<file path="config.mk">
export PLATFORM = sky130hd
export DESIGN_NAME = bcd_converter_flat
export DESIGN_NICKNAME = d
export VERILOG_FILES = /design/src/rtl/bcd_pkg.sv /design/src/rtl/bcd_converter_if.sv /design/src/rtl/bcd_digit_adjust.sv /design/src/rtl/bcd_converter.sv /design/src/flat_wrapper.sv
export SDC_FILE = /design/constraint.sdc
export NUM_CORES = 1
export LEC_CHECK = 0
export CORE_MARGIN = 5
export CORE_UTILIZATION = 50
export CTS_CLUSTER_DIAMETER = 40
export CTS_CLUSTER_SIZE = 28
export DETAILED_ROUTE_END_ITERATION = 10
export PLACE_DENSITY = 0.76
export SKIP_LAST_GASP = 1
export SYNTH_ARGS = -nofsm -noshare
export SYNTH_HDL_FRONTEND = slang
export SYNTH_HIERARCHICAL = 1
export SYNTH_SLANG_ARGS = --single-unit
export TNS_END_PERCENT = 10
</file>
<file path="constraint.sdc">
create_clock -name i_SYS_CLOCK -period 5.9 [get_ports i_SYS_CLOCK]
set_clock_uncertainty 0.05 [all_clocks]
set_input_delay 1.77 -clock i_SYS_CLOCK [delete_from_list [all_inputs] [get_ports i_SYS_CLOCK]]
set_output_delay 1.77 -clock i_SYS_CLOCK [all_outputs]
set_load 0.03 [all_outputs]
</file>
<file path="src/rtl/bcd_pkg.sv">
// Shared definitions for the binary-to-BCD converter.
//   state_t            : converter FSM states (IDLE, SHIFT, DONE)
//   BCD_ADJ_THRESHOLD  : nibble value at or above which +3 is applied
//   BCD_ADJ_ADD        : correction added to a nibble before each shift
//   BCD_NINE           : digit value used when the result saturates
//   cnt_width()        : width of a counter that must hold 0..data_width
package bcd_pkg;

    typedef enum logic [1:0] {
        IDLE  = 2'd0,
        SHIFT = 2'd1,
        DONE  = 2'd2
    } state_t;

    localparam logic [3:0] BCD_ADJ_THRESHOLD = 4'd5;
    localparam logic [3:0] BCD_ADJ_ADD       = 4'd3;
    localparam logic [3:0] BCD_NINE          = 4'h9;

    function automatic int cnt_width(input int data_width);
        return $clog2(data_width + 1);
    endfunction

endpackage

</file>
<file path="src/rtl/bcd_converter_if.sv">
// Bus between the CPU-side load logic and the BCD converter.
//   i_BUS      : binary operand, sampled only when a load is accepted
//   i_LOAD     : start-conversion strobe
//   o_BUSY     : conversion in progress (SHIFT state)
//   o_VALID    : one-cycle pulse, o_BCD was just updated
//   o_BCD      : packed BCD result, digit 0 in the low nibble
//   o_OVERFLOW : last result did not fit in DIGITS digits
//   o_NEGATIVE : sign of last operand (only with BCD_CONVERTER_SIGNED_EN)
//   o_STATE    : FSM state, exported for observation
// Handshake: i_LOAD is a level sampled on each rising edge; it is accepted
// only when o_BUSY is low (IDLE or DONE), ignored otherwise, never queued.
// o_VALID is high for exactly one cycle per completed conversion and
// o_BCD/o_OVERFLOW are stable from that cycle until the next o_VALID.
// Modports: master = operand source, slave = converter.
interface bcd_converter_if #(
    parameter int DATA_WIDTH = 8,
    parameter int DIGITS     = 6
);
    logic [DATA_WIDTH-1:0] i_BUS;
    logic                  i_LOAD;
    logic                  o_BUSY;
    logic                  o_VALID;
    logic [4*DIGITS-1:0]   o_BCD;
    logic                  o_OVERFLOW;
    bcd_pkg::state_t       o_STATE;
`ifdef BCD_CONVERTER_SIGNED_EN
    logic                  o_NEGATIVE;

    modport master (
        output i_BUS, i_LOAD,
        input  o_BUSY, o_VALID, o_BCD, o_OVERFLOW, o_STATE, o_NEGATIVE
    );
    modport slave (
        input  i_BUS, i_LOAD,
        output o_BUSY, o_VALID, o_BCD, o_OVERFLOW, o_STATE, o_NEGATIVE
    );
`else
    modport master (
        output i_BUS, i_LOAD,
        input  o_BUSY, o_VALID, o_BCD, o_OVERFLOW, o_STATE
    );
    modport slave (
        input  i_BUS, i_LOAD,
        output o_BUSY, o_VALID, o_BCD, o_OVERFLOW, o_STATE
    );
`endif
endinterface

</file>
<file path="src/rtl/bcd_digit_adjust.sv">
// Combinational double-dabble cell: a nibble of 5 or more gets +3 so that
// the following left shift carries correctly into the next decimal digit.
//   nib_i : nibble before adjustment
//   nib_o : nibble after adjustment
module bcd_digit_adjust
    import bcd_pkg::*;
(
    input  logic [3:0] nib_i,
    output logic [3:0] nib_o
);

    always_comb begin
        nib_o = nib_i;
        if (nib_i >= BCD_ADJ_THRESHOLD) begin
            nib_o = nib_i + BCD_ADJ_ADD;
        end
    end

endmodule

</file>
<file path="src/rtl/bcd_converter.sv">
// Sequential binary-to-BCD converter (shift-and-add-3, one bit per clock).
// Feeds the seven-segment stage so that it displays decimal.
//   i_SYS_CLOCK : system clock
//   i_RESET_n   : synchronous active-low reset
//   bus         : bcd_converter_if slave (operand, load, busy, valid,
//                 result, overflow, state; plus o_NEGATIVE when the
//                 BCD_CONVERTER_SIGNED_EN macro is defined)
// With BCD_CONVERTER_SIGNED_EN the operand is two's complement and its
// magnitude is converted; the sign is reported on o_NEGATIVE.
module bcd_converter
    import bcd_pkg::*;
#(
    parameter int DATA_WIDTH = 8,
    parameter int DIGITS     = 6
) (
    input  logic            i_SYS_CLOCK,
    input  logic            i_RESET_n,
    bcd_converter_if.slave  bus
);

    // One extra nibble above the result digits catches overflow.
    localparam int SW = 4 * DIGITS + 4;
    localparam int CW = cnt_width(DATA_WIDTH);

    state_t                state_q, state_d;
    logic [CW-1:0]         cnt_q, cnt_d;
    logic [DATA_WIDTH-1:0] opnd_q, opnd_d;
    logic [SW-1:0]         scratch_q, scratch_d;
    logic [4*DIGITS-1:0]   bcd_q, bcd_d;
    logic                  ovf_q, ovf_d;
    logic                  neg_pend_q, neg_pend_d;
    logic                  neg_q, neg_d;

    logic [SW-1:0]         adj;
    logic [SW-1:0]         shifted;
    logic [DATA_WIDTH-1:0] load_mag;
    logic                  load_sign;
    logic                  unused_adj_msb;

    for (genvar g = 0; g <= DIGITS; g++) begin : g_adj
        bcd_digit_adjust u_adj (
            .nib_i (scratch_q[4*g +: 4]),
            .nib_o (adj[4*g +: 4])
        );
    end

    // Adjusted scratch shifted left, operand MSB entering at bit 0.
    assign shifted        = {adj[SW-2:0], opnd_q[DATA_WIDTH-1]};
    assign unused_adj_msb = adj[SW-1];

`ifdef BCD_CONVERTER_SIGNED_EN
    // Negating in DATA_WIDTH bits maps the most negative value onto its
    // correct unsigned magnitude (e.g. 8'h80 stays 8'h80 = 128).
    assign load_sign = bus.i_BUS[DATA_WIDTH-1];
    assign load_mag  = load_sign ? (~bus.i_BUS + 1'b1) : bus.i_BUS;
`else
    assign load_sign = 1'b0;
    assign load_mag  = bus.i_BUS;
`endif

    always_comb begin
        state_d    = state_q;
        cnt_d      = cnt_q;
        opnd_d     = opnd_q;
        scratch_d  = scratch_q;
        bcd_d      = bcd_q;
        ovf_d      = ovf_q;
        neg_pend_d = neg_pend_q;
        neg_d      = neg_q;

        case (state_q)
            IDLE, DONE: begin
                if (bus.i_LOAD) begin
                    state_d    = SHIFT;
                    opnd_d     = load_mag;
                    scratch_d  = '0;
                    cnt_d      = CW'(DATA_WIDTH);
                    neg_pend_d = load_sign;
                end else begin
                    state_d = IDLE;
                end
            end
            SHIFT: begin
                scratch_d = shifted;
                opnd_d    = opnd_q << 1;
                cnt_d     = cnt_q - CW'(1);
                // Last shift: publish the post-shift scratch as DONE is entered.
                if (cnt_q == CW'(1)) begin
                    state_d = DONE;
                    neg_d   = neg_pend_q;
                    if (shifted[SW-1 -: 4] == 4'd0) begin
                        bcd_d = shifted[4*DIGITS-1:0];
                        ovf_d = 1'b0;
                    end else begin
                        bcd_d = {DIGITS{BCD_NINE}};
                        ovf_d = 1'b1;
                    end
                end
            end
            default: state_d = IDLE;
        endcase
    end

    always_ff @(posedge i_SYS_CLOCK) begin
        if (!i_RESET_n) begin
            state_q    <= IDLE;
            cnt_q      <= '0;
            opnd_q     <= '0;
            scratch_q  <= '0;
            bcd_q      <= '0;
            ovf_q      <= 1'b0;
            neg_pend_q <= 1'b0;
            neg_q      <= 1'b0;
        end else begin
            state_q    <= state_d;
            cnt_q      <= cnt_d;
            opnd_q     <= opnd_d;
            scratch_q  <= scratch_d;
            bcd_q      <= bcd_d;
            ovf_q      <= ovf_d;
            neg_pend_q <= neg_pend_d;
            neg_q      <= neg_d;
        end
    end

    // Status outputs decode the state register only; no input reaches them.
    assign bus.o_BUSY     = (state_q == SHIFT);
    assign bus.o_VALID    = (state_q == DONE);
    assign bus.o_BCD      = bcd_q;
    assign bus.o_OVERFLOW = ovf_q;
    assign bus.o_STATE    = state_q;
`ifdef BCD_CONVERTER_SIGNED_EN
    assign bus.o_NEGATIVE = neg_q;
`else
    logic unused_neg;
    assign unused_neg = neg_q;
`endif

endmodule

</file>
<file path="src/flat_wrapper.sv">
// flat-port wrapper written by rule: the top's interface ports become plain ports
module bcd_converter_flat import bcd_pkg::*;
#(
    parameter int DATA_WIDTH = 8,
    parameter int DIGITS     = 6
)
  (i_SYS_CLOCK, i_RESET_n, bus_i_BUS, bus_i_LOAD, bus_o_BUSY, bus_o_VALID, bus_o_BCD, bus_o_OVERFLOW, bus_o_STATE);
  bcd_converter_if #(.DATA_WIDTH(DATA_WIDTH), .DIGITS(DIGITS)) bus_i ();
  input  logic i_SYS_CLOCK;
  input  logic i_RESET_n;
  input wire logic [$bits(bus_i.i_BUS)-1:0] bus_i_BUS;
  input wire logic [$bits(bus_i.i_LOAD)-1:0] bus_i_LOAD;
  output wire logic [$bits(bus_i.o_BUSY)-1:0] bus_o_BUSY;
  output wire logic [$bits(bus_i.o_VALID)-1:0] bus_o_VALID;
  output wire logic [$bits(bus_i.o_BCD)-1:0] bus_o_BCD;
  output wire logic [$bits(bus_i.o_OVERFLOW)-1:0] bus_o_OVERFLOW;
  output wire logic [$bits(bus_i.o_STATE)-1:0] bus_o_STATE;
  assign bus_i.i_BUS = bus_i_BUS;
  assign bus_i.i_LOAD = bus_i_LOAD;
  assign bus_o_BUSY = bus_i.o_BUSY;
  assign bus_o_VALID = bus_i.o_VALID;
  assign bus_o_BCD = bus_i.o_BCD;
  assign bus_o_OVERFLOW = bus_i.o_OVERFLOW;
  assign bus_o_STATE = bus_i.o_STATE;
  bcd_converter #(.DATA_WIDTH(DATA_WIDTH), .DIGITS(DIGITS)) u_core (.i_SYS_CLOCK(i_SYS_CLOCK), .i_RESET_n(i_RESET_n), .bus(bus_i));
endmodule
</file>
==> results by group <==
Outcome
  • Outcome: finished clean

Synthesis
  • YS warnings: 6
  • Mapped Cells: between 400 and 500
  • Synthesized area per cell: 8.09 um2
  • Syn nets: roughly 450
  • Synth Cell Area: between 3000 and 4000 um2

Placed design
  • Dpl cells: 510
  • Setup WS pre-CTS: about 2.4 ns
  • I/O Buffers: 39
  • HPWL Detailed: between 4000 and 5000 um
  • GP Congestion: about 0.79

Setup path
  • CP Max Fanout: 64
  • Worst setup SP type: register
  • Worst Setup End Kind: output pin
  • WS Path Type: reg -> out
  • WP data arrival: between 2 and 2.5 ns
  • Crit path from: u_core/bus.o_STATE[1]
  • Critical Path RT: about 4.1 ns
  • RR Startpoint: u_core/scratch_q[25]

Die
  • I/O Pins: 40
  • Initial Utilization: 0.506
  • Die area: approximately 8500 um2
  • Die Height: approximately 92 um
  • Die Width: about 92 um
  • CORE AREA: between 6000 and 7000 um2
  • # rows: 30

STA
  • Final hold violation count: 0
  • Fmax: 259 MHz
  • RSZ-0062 raised after global routing: no
  • Worst-Margin Slew: about 1.2 ns
  • Slew Viols, Final: 0
  • Worst slew margin: 0.208
  • Worst Slack Setup Final: slightly above 2 ns
  • Final Setup Violations: 0
  • Setup TNS: 0 ns
  • Fin crit share: 0.654
  • Minimum period implied by the final worst setup slack: about 3.9 ns

Clock tree
  • Setup Buffers After CTS: 0
  • CTS buffer count: 9
  • TritonCTS clock tree: yes
  • Clk sinks: 67
  • Root buffer cell: clkbuf_8
  • Htree depth: 3
  • Cts repair resizes: 0
  • Clk Latency, worst-skew pair: 0.35 ns
  • Longest Clk Path Bufs: 2
  • Hold_buf cts: 0
  • Clock Pin Slew Worst Setup and Hold Paths: roughly 0.070 ns

Worst hold path
  • Hold path startpoint: u_core/opnd_q[0]
  • Hold WC Path Type: reg -> reg

Finish
  • Nets@finish: ~470
  • ANT cells: 0
  • Fraction of layout cells with a size suffix above 1: 0.0919
  • Finished Layout Cells: 526
  • Syn-to-layout area delta: 15.6%

Drt
  • Routed WL: about 7700 um
  • DRT iter0 DRCs: 160
  • Vias per cell: roughly 5.8
  • 1st-pass router iterations: 4
  • Remaining antenna violation count: 0
  • DR WL/cell: 14.7 um
  • Via count: roughly 3000
  • DRC violations left: 0

Pwr
  • Psw: 0.250 mW
  • Maximum vdd drop: 0.106 mV
  • Sequential fraction of design power: 0.512
  • Pwr per Cell Area: 234 nW/um2
  • Logic gate share of total power: 0.114
  • Final Power: 0.918 mW
  • Clock power frac: 0.374
  • Leakage: 1.34 nW
  • Net Sw Frac: 0.272
  • Internal power: roughly 0.67 mW

Global routing
  • First-pass GRT wire length: ~13000 um
  • Initial antenna violation count: 0
  • Number of global-route vias before repair: around 2800
  • Largest net degree at the start of global routing: 69
  • GR Overflow Total: 0
  • Total Routing Usage GR: 0.188
  • Met2 Usage GRT: 0.308
  • Grt met1 use: 0.233
  • Gr busiest metal: met2
  • GR Util met3: 0.0333

Flow run
  • Max-Cap Viols: 0
-- cell type report --
cell class	instances	area (um2)
inverter	19	71.3
sequential	67	1340
fill	605	2790
clock inverter	2	10.0
clock buffer	14	163
timing repair buffer	43	420
multi-input combinational	301	1820
tap	80	100
-- power by group through the flow --
stage          logic, mW  registers (mW)  clock network [mW]
6_report           0.105           0.470               0.343
5_1_grt            0.114           0.471               0.371
4_1_cts            0.105           0.470               0.355
3_5_place_dp       0.105           0.480                   0
3_3_place_gp       0.102           0.480                   0
2_1_floorplan     0.0713           0.486                   0
-- sequential cells by signal, indices dropped and copies added (netlist names) --
register               flops
u_core/scratch_q          28
u_core/bus.o_OVERFLOW      1
u_core/bus.o_BCD          24
u_core/opnd_q              8
u_core/bus.o_STATE         2
u_core/cnt_q               4
-- critical path, stage by stage (launching register included) --
cell and delay, ns:
dfxtp_1 0.34, nand2b_2 0.12, buf_4 0.55, inv_2 0.07, clkdlybuf4s50_1 0.61
-- metal layers --
| layer | vias up | routed length [um] |
|---|---|---|
| li1 | 1512 | - |
| met1 | 1438 | 3480 |
| met2 | 62 | 3760 |
| met3 | 15 | 301 |
| met4 | 0 | 165 |
| met5 | - | 0 |
-- cell usage in the layout, fill, tap and decap left out, types with 8 or more instances in the layout --
| cell | count |
|---|---|
| clkdlybuf4s50_1 | 39 |
| nor2_1 | 8 |
| o21ai_0 | 18 |
| nand4_1 | 12 |
| nor4_2 | 10 |
| nand3_1 | 38 |
| inv_1 | 17 |
| a21oi_1 | 64 |
| ha_1 | 16 |
| nand2b_1 | 14 |
| nand2_1 | 57 |
| nor3_1 | 14 |
| clkbuf_8 | 11 |
| dfxtp_1 | 67 |
-- stage by stage --
step / util / hold slack, ns / area (um2)
4_1_cts: 0.584 / 0.420 / 3930
2_1_floorplan: - / 0.395 / 3400
3_3_place_gp: 0.559 / 0.407 / 3750
5_1_grt: 0.584 / 0.440 / 3930
6_report: 0.584 / 0.420 / 3930
3_5_place_dp: 0.559 / 0.410 / 3750
-- final timing paths --
kind	endpoint	slack (ns)	cells past startpoint
setup / recovery	bus_o_BUSY	2.04	4
hold / removal	u_core/opnd_q[0]	0.42	2
setup reg to reg	u_core/bus.o_BCD[10]	3.45	9
hold reg to reg	u_core/opnd_q[0]	0.42	2
No activity file was read; power rests on OpenSTA's default activity.
